$ cat config.mk
export PLATFORM = sky130hd
export DESIGN_NAME = bus_scheduler
export DESIGN_NICKNAME = d
export VERILOG_FILES = /design/src/rtl/bus_pkg.sv /design/src/rtl/rr_arbiter.sv /design/src/rtl/bus_scheduler.sv
export SDC_FILE = /design/constraint.sdc
export NUM_CORES = 1
export LEC_CHECK = 0
export ABC_AREA = 0
export CORE_AREA = 2 2 77 72
export CTS_BUF_LIST = sky130_fd_sc_hd__clkbuf_8
export DETAILED_ROUTE_END_ITERATION = 10
export DIE_AREA = 0 0 79 74
export GPL_ROUTABILITY_DRIVEN = 0
export PLACE_DENSITY = 0.79
export SYNTH_ARGS = -nofsm -noshare
export SYNTH_HDL_FRONTEND = slang
export SYNTH_SLANG_ARGS = --single-unit
$ cat constraint.sdc
create_clock -name clk -period 2.2 [get_ports clk]
set_input_delay 0.33 -clock clk [delete_from_list [all_inputs] [get_ports clk]]
set_output_delay 0.33 -clock clk [all_outputs]
set_load 0.005 [all_outputs]
$ cat src/rtl/bus_pkg.sv
// bus_pkg: source codes, defaults and FSM encoding shared by the bus scheduler.
package bus_pkg;
    localparam int NSRC_DEFAULT = 25;
    localparam logic [4:0] SRC_PC    = 5'd0;
    localparam logic [4:0] SRC_IR    = 5'd1;
    localparam logic [4:0] SRC_R0    = 5'd2;
    localparam logic [4:0] SRC_R1    = 5'd3;
    localparam logic [4:0] SRC_R2    = 5'd4;
    localparam logic [4:0] SRC_R3    = 5'd5;
    localparam logic [4:0] SRC_R4    = 5'd6;
    localparam logic [4:0] SRC_R5    = 5'd7;
    localparam logic [4:0] SRC_R6    = 5'd8;
    localparam logic [4:0] SRC_R7    = 5'd9;
    localparam logic [4:0] SRC_R8    = 5'd10;
    localparam logic [4:0] SRC_R9    = 5'd11;
    localparam logic [4:0] SRC_R10   = 5'd12;
    localparam logic [4:0] SRC_R11   = 5'd13;
    localparam logic [4:0] SRC_R12   = 5'd14;
    localparam logic [4:0] SRC_R13   = 5'd15;
    localparam logic [4:0] SRC_R14   = 5'd16;
    localparam logic [4:0] SRC_R15   = 5'd17;
    localparam logic [4:0] SRC_MDR   = 5'd18;
    localparam logic [4:0] SRC_HI    = 5'd19;
    localparam logic [4:0] SRC_LO    = 5'd20;
    localparam logic [4:0] SRC_RZH   = 5'd21;
    localparam logic [4:0] SRC_RZL   = 5'd22;
    localparam logic [4:0] SRC_IP    = 5'd23;
    localparam logic [4:0] SRC_CSIGN = 5'd24;
    typedef enum logic {IDLE, LOCKED} state_t;
endpackage

$ cat src/rtl/rr_arbiter.sv
// rr_arbiter: combinational round-robin pick, searching upward from last+1 with wrap.
module rr_arbiter #(
    parameter int NREQ = 4
) (
    input  logic [NREQ-1:0] req,
    input  logic [2:0]      last,
    output logic [NREQ-1:0] grant
);
    logic hit;
    always_comb begin
        grant = '0;
        hit = 1'b0;
        for (int i = 0; i < NREQ; i++) begin
            if (!hit && req[i] && i > int'(last)) begin
                grant[i] = 1'b1;
                hit = 1'b1;
            end
        end
        for (int i = 0; i < NREQ; i++) begin
            if (!hit && req[i] && i <= int'(last)) begin
                grant[i] = 1'b1;
                hit = 1'b1;
            end
        end
    end
endmodule

$ cat src/rtl/bus_scheduler.sv
// bus_scheduler: round-robin CPU bus arbiter with bus locking and registered
// one-hot source enables for the bus mux.
module bus_scheduler
    import bus_pkg::*;
#(
    parameter int NREQ     = 4,
    parameter int NSRC     = NSRC_DEFAULT,
    parameter int SRCW     = 5,
    parameter int DSTW     = 5,
    parameter int LOCK_MAX = 8
) (
    input  logic                 clk,
    input  logic                 clr_n,
    input  logic [NREQ-1:0]      req_valid,
    input  logic [NREQ*SRCW-1:0] req_src,
    input  logic [NREQ*DSTW-1:0] req_dst,
    input  logic [NREQ-1:0]      req_lock,
    output logic [NREQ-1:0]      req_ready,
    output logic [NSRC-1:0]      src_oe,
    output logic [DSTW-1:0]      dst_code,
    output logic                 dst_valid,
    output logic [2:0]           owner,
    output logic                 locked,
    output logic                 err_src,
    output logic                 lock_timeout
);
    localparam int CW = $clog2(LOCK_MAX + 1);
    state_t state, state_nxt;
    logic [2:0] last, sel_idx;
    logic [CW-1:0] cnt, cnt_nxt;
    logic [NREQ-1:0] arb_gnt, own_mask;
    logic [SRCW-1:0] sel_src;
    logic [DSTW-1:0] sel_dst;
    logic sel_lock, gnt, src_ok, tmo;

    rr_arbiter #(.NREQ(NREQ)) u_arb (.req(req_valid), .last(last), .grant(arb_gnt));

    // While locked only the owner can win, so ready never depends on codes.
    assign own_mask  = NREQ'(1) << owner;
    assign req_ready = (state == IDLE) ? arb_gnt : (req_valid & own_mask);
    assign locked    = (state == LOCKED);

    always_comb begin
        sel_src = '0;
        sel_dst = '0;
        sel_lock = 1'b0;
        sel_idx = '0;
        for (int i = 0; i < NREQ; i++) begin
            if (req_ready[i]) begin
                sel_src = req_src[i*SRCW +: SRCW];
                sel_dst = req_dst[i*DSTW +: DSTW];
                sel_lock = req_lock[i];
                sel_idx = 3'(i);
            end
        end
        gnt = |req_ready;
        src_ok = 32'(sel_src) < NSRC;
        tmo = (state == LOCKED) && gnt && sel_lock && (cnt == CW'(LOCK_MAX - 1));
        state_nxt = (gnt && sel_lock && !tmo) ? LOCKED : IDLE;
        cnt_nxt = (state_nxt == IDLE) ? '0 : (state == IDLE) ? CW'(1) : cnt + CW'(1);
    end

    always_ff @(posedge clk or negedge clr_n) begin
        if (!clr_n) begin
            state <= IDLE;
            cnt <= '0;
            last <= 3'(NREQ - 1);
            owner <= '0;
            src_oe <= '0;
            dst_code <= '0;
            dst_valid <= 1'b0;
            err_src <= 1'b0;
            lock_timeout <= 1'b0;
        end else begin
            state <= state_nxt;
            cnt <= cnt_nxt;
            lock_timeout <= tmo;
            src_oe <= (gnt && src_ok) ? (NSRC'(1) << sel_src) : '0;
            dst_valid <= gnt && src_ok;
            err_src <= gnt && !src_ok;
            if (gnt) begin
                last <= sel_idx;
                owner <= sel_idx;
                dst_code <= sel_dst;
            end
        end
    end
endmodule

Word level (Yosys, flattened, before mapping)

Index checks and enable logic that the tools add are counted.

Register bits: 44
Output and inout port bits: 41
Word-level logic and storage cells: 81

Add/subtract/negate cells: 1
Magnitude comparators: 7
Equal/unequal tests: 1
Shift-type cells: 2
Multiplexer cells: 32
Bitwise logic cells: 1
Reduce and logical (&&, ||, !) cells: 28

Operators by type and width:

| cell                                                | number |
|---|---|
| two-way mux 5 bit                                   | 8 |
| two-way mux 25 bit                                  | 1 |
| << shifter 1 x 5 -> 25 bit (first input constant)   | 1 |
| logical AND 1 bit                                   | 19 |
| two-way mux 1 bit                                   | 18 |
| two-way mux 4 bit                                   | 3 |
| zero test 1 bit                                     | 8 |
| > comparator 2 x 3 -> 1 bit (first input constant)  | 2 |
| <= comparator 2 x 3 -> 1 bit (first input constant) | 2 |
| two-way mux 3 bit                                   | 2 |
| < comparator 5 bit (second input constant)          | 1 |
| adder 4 x 1 -> 4 bit (second input constant)        | 1 |
| AND 4 bit                                           | 1 |
| == test 4 x 3 -> 1 bit (second input constant)      | 1 |
| OR reduction 4 bit                                  | 1 |
| << shifter 1 x 3 -> 4 bit (first input constant)    | 1 |
| > comparator 1 x 3 -> 1 bit (first input constant)  | 1 |
| <= comparator 1 x 3 -> 1 bit (first input constant) | 1 |

Depth between registers and ports, before layout

Gate-level depths: netlist of run 1.

Word-level depth: 37
Depth in mapped cells: 8
Mapped depth without buffers: 6

Modules after synthesis

Synthesis of run 1 repeated with hierarchy kept, for this count alone.

Cell total of the unflattened synthesis: 223
Area, all modules: 2190.9 um2

By module, submodules not included:

| module        | instances | cells each | area an instance (um2) |
|---|---|---|---|
| bus_scheduler | 1         | 204        | 2067.0 |
| rr_arbiter    | 1         | 19         | 123.9 |

Worst setup path after synthesis of run 1

No wires, ideal clock.

Path type: register to register
Start point: reg last[1]
End point: reg src_oe[9]
Data arrival time: 1.923 ns
Data required time: 2.106 ns
Slack: 0.183 ns
Stages on the path, launching flop included: 9
Path buffers: 2
Period minus slack after synthesis: 2.017 ns
Cells stage by stage: dfstp_2 -> buf_6 -> or3b_4 -> o2111a_1 -> o21ai_1 -> o2111ai_2 -> or2_1 -> buf_6 -> nor4b_4

Word-level cells in the longest chain between the ends: 31

Ends and longest elaborated chain:

| element                        | RTL line            | source |
|---|---|---|
| start, declared                | bus_scheduler.sv:29 | `logic [2:0] last, sel_idx;` |
| start signal, assigned         | bus_scheduler.sv:67 | `last <= 3'(NREQ - 1);` |
| start signal, assigned         | bus_scheduler.sv:82 | `last <= sel_idx;` |
| > comparator 1 x 3 -> 1 bit    | rr_arbiter.sv:14    | `if (!hit && req[i] && i > int'(last)) begin` |
| logical AND 1 bit              | rr_arbiter.sv:14    |  |
| two-way mux 1 bit              | rr_arbiter.sv:14    |  |
| zero test 1 bit                | rr_arbiter.sv:14    |  |
| logical AND 1 bit (2 in a row) | rr_arbiter.sv:14    |  |
| two-way mux 1 bit              | rr_arbiter.sv:14    |  |
| zero test 1 bit                | rr_arbiter.sv:14    |  |
| logical AND 1 bit (2 in a row) | rr_arbiter.sv:14    |  |
| (+12 left out)                 | --                  |  |
| zero test 1 bit                | rr_arbiter.sv:20    | `if (!hit && req[i] && i <= int'(last)) begin` |
| logical AND 1 bit (2 in a row) | rr_arbiter.sv:20    |  |
| two-way mux 1 bit              | rr_arbiter.sv:20    |  |
| two-way mux 4 bit (*)          | bus_scheduler.sv:40 | `assign req_ready = (state == IDLE) ? arb_gnt : (req_valid & own_mask);` |
| two-way mux 5 bit              | bus_scheduler.sv:49 | `if (req_ready[i]) begin` |
| < comparator 5 bit             | bus_scheduler.sv:57 | `src_ok = 32'(sel_src) < NSRC;` |
| logical AND 1 bit              | bus_scheduler.sv:78 | `src_oe <= (gnt && src_ok) ? (NSRC'(1) << sel_src) : '0;` |
| two-way mux 25 bit (*)         | bus_scheduler.sv:78 |  |
| end signal, assigned           | bus_scheduler.sv:78 |  |
| end, declared                  | bus_scheduler.sv:19 | `output logic [NSRC-1:0] src_oe,` |

Every way passes the cells marked *; elsewhere a longest branch is shown, timed or not.
A chain may end at the register's enable or synchronous reset.

Final worst setup path of run 1

Start point: reg last[1]
End point: reg src_oe[14]

The elaborated chain is that of the path after synthesis.

==> results of run 1 <==
## per-stage QoR
stage	instance area, um2	hold slack [ns]
floorplan	2090	0.0344
global placement	3250	0.384
detailed placement	3250	0.381
CTS	3440	0.0580
global route	3530	0.0868
finish	3530	0.0459
## cells in the mapped netlist (all sizes together) (2+ instances only)
cell and instances:
xnor2 2, dfrtp 40, nor2 24, a31oi 2
or3b 2, nor3 10, a211o 7, o2111ai 4
and3 7, buf 8, nand3b 5, a21o 2
a21oi 5, inv 7, nand2 6, a22o 11
a41oi 2, nand2b 7, dfstp 2, nand3 14
o21ai 6, o2111a 2, a21boi 2
## final cells by class
type | instances | area, um2 | share of cell area, %
Tap cell | 67 | 83.8 | 2.37
Clock inverter | 3 | 21.3 | 0.602
Sequential cell | 42 | 1050 | 29.8
Clock buffer | 5 | 68.8 | 1.95
Timing Repair Buffer | 133 | 1220 | 34.4
Inverter | 7 | 26.3 | 0.743
Multi-Input combinational cell | 141 | 1060 | 30.1
## cell families after synthesis
group,count (synthesis),synth area share (%)
and+or+nand+nor,85,23.1
AOI/OAI and AO/OA,50,20.4
DFF,42,50.4
buffers and inverters,15,4.01
xor gates and xnor gates,2,0.838
adders and majority gates,1,0.599
other,1,0.179
muxes,1,0.479
## path summary, 6_finish.rpt
path / from / end / slack (ns)
min in group clk: dst_code[2] / dst_code[2] / 0.49
hold / removal: clr_n / src_oe[0] / 0.05
max in group asynchronous: clr_n / src_oe[23] / 1.61
hold reg to reg: dst_code[2] / dst_code[2] / 0.49
setup / recovery: last[1] / src_oe[14] / -0.01
setup reg to reg: last[1] / src_oe[14] / -0.01
## repair_timing
item / CTS / global route
gates resized for setup: 29 / 10
pin swaps: 3 / 6
gates cloned: 0 / 1
setup buffers: 8 / 3
setup endpoints to repair: 14 / 23
## flip-flops by register name, summed over array words and instances (netlist names)
| register | cells |
|---|---|
| lock_timeout | 1 |
| dst_valid | 1 |
| last | 2 |
| src_oe | 25 |
| err_src | 1 |
| cnt | 4 |
| locked | 1 |
| dst_code | 5 |
| owner | 2 |
## metal layers
| metal | share of wire, % | GRT usage [%] | wire [um] |
|---|---|---|---|
| met5 | 0 | 0 | 0 |
| met1 | 43 | 29.2 | 2850 |
| met3 | 9.4 | 6.43 | 620 |
| met4 | 0.70 | 6.51 | 46 |
| met2 | 47 | 37.5 | 3090 |
## power breakdown
part | leakage (nW) | switching (mW) | internal [mW] | total, mW
sequential | 0.554 | 0.153 | 1.02 | 1.18
clock | 0.0441 | 0.267 | 0.223 | 0.490
combinational | 0.981 | 1.32 | 1.58 | 2.90
total | 1.58 | 1.74 | 2.83 | 4.57
==> impl_metrics.toml, run 1 <==
[cts]
cts-hold-fix-buffers = 0
clk-insertion-delay-late_ns = 0.29
cts.clk_slew.worst_paths_ns = 0.08
numCtsBuffers = 5
clock_sinks = 42
cts_root_buf = "clkbuf_8"
buffer_levels_on_the_longest_clock_path = 2
tritoncts = "done"
cts_htree_levels = 2

[logic_synthesis]
synth_top_flop_cell = "dfrtp_1"
postSynth.asyncResetShare_pct = 100
synth_edf_count = 0
syn-cell-area_um2 = 2090
yosys.area.top_type = "dfrtp_1"
synthDominantCellAreaShare_pct = 47.9
postSynthNetCount = 248
synth.lib_cells_used.distinct = 51
post_synth_inst_count = 197
yosys-top-cells-area = "dfrtp_1, a22o_1, nor2_1, nand3_1, a211o_1"
avgSynthCellArea_um2 = 10.6
postSynthRegisterBits = 42
synthesis.yosys.warnings = 0
yosysSeqAreaShare_pct = 50.4

[worst_setup_path]
worst-setup-path-type = "reg -> reg"
cp-end-kind = "flop"
timing.reg2reg.worst_path_depth = 7
crit_path_cell_trace = "buf_6, or3b_4, o2111a_1, o21ai_1, o2111ai_2, or3b_4, nor2_1"
crit_buf_inv = 1
cpLargestDelayFamily = "simple AND/OR/NAND/NOR gates"
critical_path_depth = 7
crit_arrival_ns = 2.44
worstPathMaxFanout = 5
worstSetupStartpointType = "flop"
cp_slowest_cell = "or3b_4"
critPathMostFrequentCell = "or3b_4"
critical_path.max_stage_delay_ns = 0.47
timing.critical_path.required_ns = 2.42

[routing]
drt_first_iter_violations = 129
drt-wirelength-per-cell_um = 16.6
routed_via_density = 5.26
num_vias = 2094
remaining_drc_errors = 0
postRouteAntennaNets = 0
detailedRoute.firstPassIterationCount = 4
routed_wl_um = 6610

[pwr]
report.power.total_mw = 4.57
power.leakage_nw = 1.58
ir_drop_uv = 679
pwr_density_cell_nw_per_um2 = 1290

[timing]
clock-skew-final_ns = 0.00315
post-route-period-util_pct = 101
fmax_mhz = 452
final.setup.tns_ns = -0.0188
actual_slew_at_the_worst_max_slew_pin_ns = 0.609
timing_hold_violations_final = 0
period_needed_ns = 2.21
setup_repair_after_global_routing_missed_its_margin = "true"
maxSlewViolCount = 0
setup_ws_ns = -0.0137
setup_viol = 2
timing.max_slew.rel_slack_pct = 59.4

[floorplan]
effective_utilization_at_floorplan_pct = 41.2
die_h_um = 74
dieWidth_um = 79
core.rowCount = 25
fp.coreArea_um2 = 5070
floorplan.die_area_um2 = 5850
design.portCount = 91

[cells_and_area]
filler_cell_count = 411
layout_commonest_cell = "clkdlybuf4s50_1"
layout-drive-gt1-share_pct = 25.4
area_delta_synth_final_pct = 69.2
final_cell_mix = "clkdlybuf4s50_1, buf_4, dfrtp_1, nor2_1, nand3_1"
fin_cells = 398
layout.nets = 381
layout.core_utilization_pct = 69.8
antenna_cells = 0

[status]
failed_checks = "setup timing"
run_status = "finished with violations"

[hold_path]
worstHoldPathType = "in -> async"

[grt]
wire_length_of_the_first_global_routing_pass_um = 10100
grt_start_max_net_pins = 28
total_overflow_reported_by_the_global_router = 0
groute.usage.overall_pct = 22.6
via_count_of_the_first_global_routing_pass = 2094
antenna_violations_before_repair = 0

[placement]
port-buffer-count = 89
place.detailed.instances = 378
dp_hpwl_um = 4720
detailedPlace.worstSlack_ns = -0.389

[job]
max_cap_viol_count = 0
(Power assumes the default switching activity.)
==> run 2, diff against run 1 <==
--- a/config.mk
+++ b/config.mk
@@ -10,7 +10,7 @@
 export CTS_BUF_LIST = sky130_fd_sc_hd__clkbuf_8
 export DETAILED_ROUTE_END_ITERATION = 10
 export DIE_AREA = 0 0 79 74
-export GPL_ROUTABILITY_DRIVEN = 0
+export GPL_ROUTABILITY_DRIVEN = 1
 export PLACE_DENSITY = 0.79
 export SYNTH_ARGS = -nofsm -noshare
 export SYNTH_HDL_FRONTEND = slang
==> results of run 2 <==
The final DEF is identical to that of run 1; final timing and power are the same.
==> run 3, diff against run 2 <==
==> constraint.sdc (replaced) <==
create_clock -name clk -period 2.2 [get_ports clk]
set_input_delay 0.55 -clock clk [delete_from_list [all_inputs] [get_ports clk]]
set_output_delay 0.55 -clock clk [all_outputs]
set_load 0.005 [all_outputs]
==> impl_metrics.toml, run 3 (synthesis results as in run 1) <==
[cts]
tritoncts = "done"
clock_sinks = 42
cts.clk_slew.worst_paths_ns = 0.08
numCtsBuffers = 5
cts_root_buf = "clkbuf_8"
buffer_levels_on_the_longest_clock_path = 2
clk-insertion-delay-late_ns = 0.29
cts_htree_levels = 2

[routing]
routed_via_density = 5.52
remaining_drc_errors = 0
detailedRoute.firstPassIterationCount = 4
num_vias = 2190
postRouteAntennaNets = 0
drt_first_iter_violations = 171
drt-wirelength-per-cell_um = 17.7
routed_wl_um = 7010

[timing]
setup_repair_after_global_routing_missed_its_margin = "true"
actual_slew_at_the_worst_max_slew_pin_ns = 0.748
setup_viol = 4
final.setup.tns_ns = -0.0447
setup_ws_ns = -0.0218
clock-skew-final_ns = 0.00886
post-route-period-util_pct = 101
timing_hold_violations_final = 0
maxSlewViolCount = 0
fmax_mhz = 450
timing.max_slew.rel_slack_pct = 50.1
period_needed_ns = 2.22

[grt]
groute.usage.overall_pct = 23.6
grt_start_max_net_pins = 37
wire_length_of_the_first_global_routing_pass_um = 10500
total_overflow_reported_by_the_global_router = 0
antenna_violations_before_repair = 0
via_count_of_the_first_global_routing_pass = 2180

[worst_setup_path]
timing.critical_path.required_ns = 2.39
setup.reg_to_reg.worst_slack_ns = -0.02
crit_arrival_ns = 2.41
cpLargestDelayFamily = "flip-flops"
cp-end-kind = "flop"
worstSetupStartpointType = "flop"
critical_path.max_stage_delay_ns = 0.60
cp_slowest_cell = "dfstp_2"
worstPathMaxFanout = 6
critPathMostFrequentCell = "buf_6"
crit_buf_inv = 3
crit_path_cell_trace = "buf_6, mux2i_4, o2111ai_2, buf_6, buf_4, a41oi_2, nand3b_1, nor3_1"
worst-setup-path-type = "reg -> reg"

[floorplan]
floorplan.die_area_um2 = 5850
core.rowCount = 25
effective_utilization_at_floorplan_pct = 41.2
fp.coreArea_um2 = 5070
dieWidth_um = 79
die_h_um = 74
design.portCount = 91

[status]
run_status = "finished with violations"
failed_checks = "setup timing"

[cells_and_area]
layout.nets = 380
largest_register_ff_count = 25
final_cell_mix = "clkdlybuf4s50_1, dfrtp_1, buf_4, nor2_1, nand3_1"
largestRegisters = "src_oe: 25 flops, dst_code: 5 flops, cnt: 4 flops"
multiInputGateArea_um2 = 1180
antenna_cells = 0
filler_cell_count = 368
area_delta_synth_final_pct = 75.4
layout-drive-gt1-share_pct = 31.8
largest_register = "src_oe"
layout_commonest_cell = "clkdlybuf4s50_1"
sequential_cell_area_um2 = 1050

[placement]
dp_hpwl_um = 4770
detailedPlace.worstSlack_ns = -0.589
gp_congestion = 0.880
port-buffer-count = 89

[hold_path]
worstHoldPathType = "in -> async"

[job]
max_cap_viol_count = 0

[pwr]
power.leakage_nw = 1.59
ir_drop_uv = 710
pwr_density_cell_nw_per_um2 = 1330
run 3: metal layers:
metal / track usage (%) / share of wire (%)
met1: 30.1 / 39
met2: 39.3 / 48
met3: 6.55 / 9.7
met4: 8.62 / 3.2
met5: 0 / 0
run 3: cell type report:
class	count	share of cell area (%)
clock buffers	5	1.88
well taps	67	2.29
multi-input cells	141	32.3
flip-flops and latches	42	28.8
clock inverters	3	0.683
repair buffers	132	33.4
inverters	7	0.717
run 3: through the flow:
step                      instance area, um2  instances  util (%)  power (mW)  hold slack, ns
after floorplan                         2090        197         -        2.44           0.254
after global placement                  3240        377      64.0        3.60           0.473
after detailed placement                3240        377      64.0        3.68           0.479
after CTS                               3470        393      68.5        4.46           0.339
after global routing                    3670        397      72.3        5.17           0.383
final                                   3670        397      72.3        4.86           0.320
run 3: worst reg2reg max path, delay by kind of cell (launching register included):
| kind | cells | cell delay (ns) |
|---|---|---|
| flops | 1 | 0.60 |
| buf+inv | 3 | 0.46 |
| simple gates | 2 | 0.40 |
| mux | 1 | 0.23 |
| compound gates | 2 | 0.44 |
run 3: worst paths after layout:
check	startpoint	endpoint	cells after the start
setup / recovery	last[1]	src_oe[13]	8
hold / removal	clr_n	src_oe[4]	1
setup reg to reg	last[1]	src_oe[13]	8
hold reg to reg	cnt[0]	cnt[0]	1
max in group asynchronous	clr_n	locked	2
min in group clk	cnt[0]	cnt[0]	1
run 3: timing repair:
item                                    in CTS  in global routing
cloned                                       1                  1
hold buffers                                 0                  0
pin swaps                                    8                 15
endpoints found under the setup margin      44                 31
setup buffers                                7                  3
gates resized for setup                     47                 40
run 3: power by group:
group | switching, mW | total [mW] | internal [mW]
Sequential | 0.170 | 1.20 | 1.03
Clock | 0.278 | 0.507 | 0.229
Combinational | 1.47 | 3.16 | 1.69
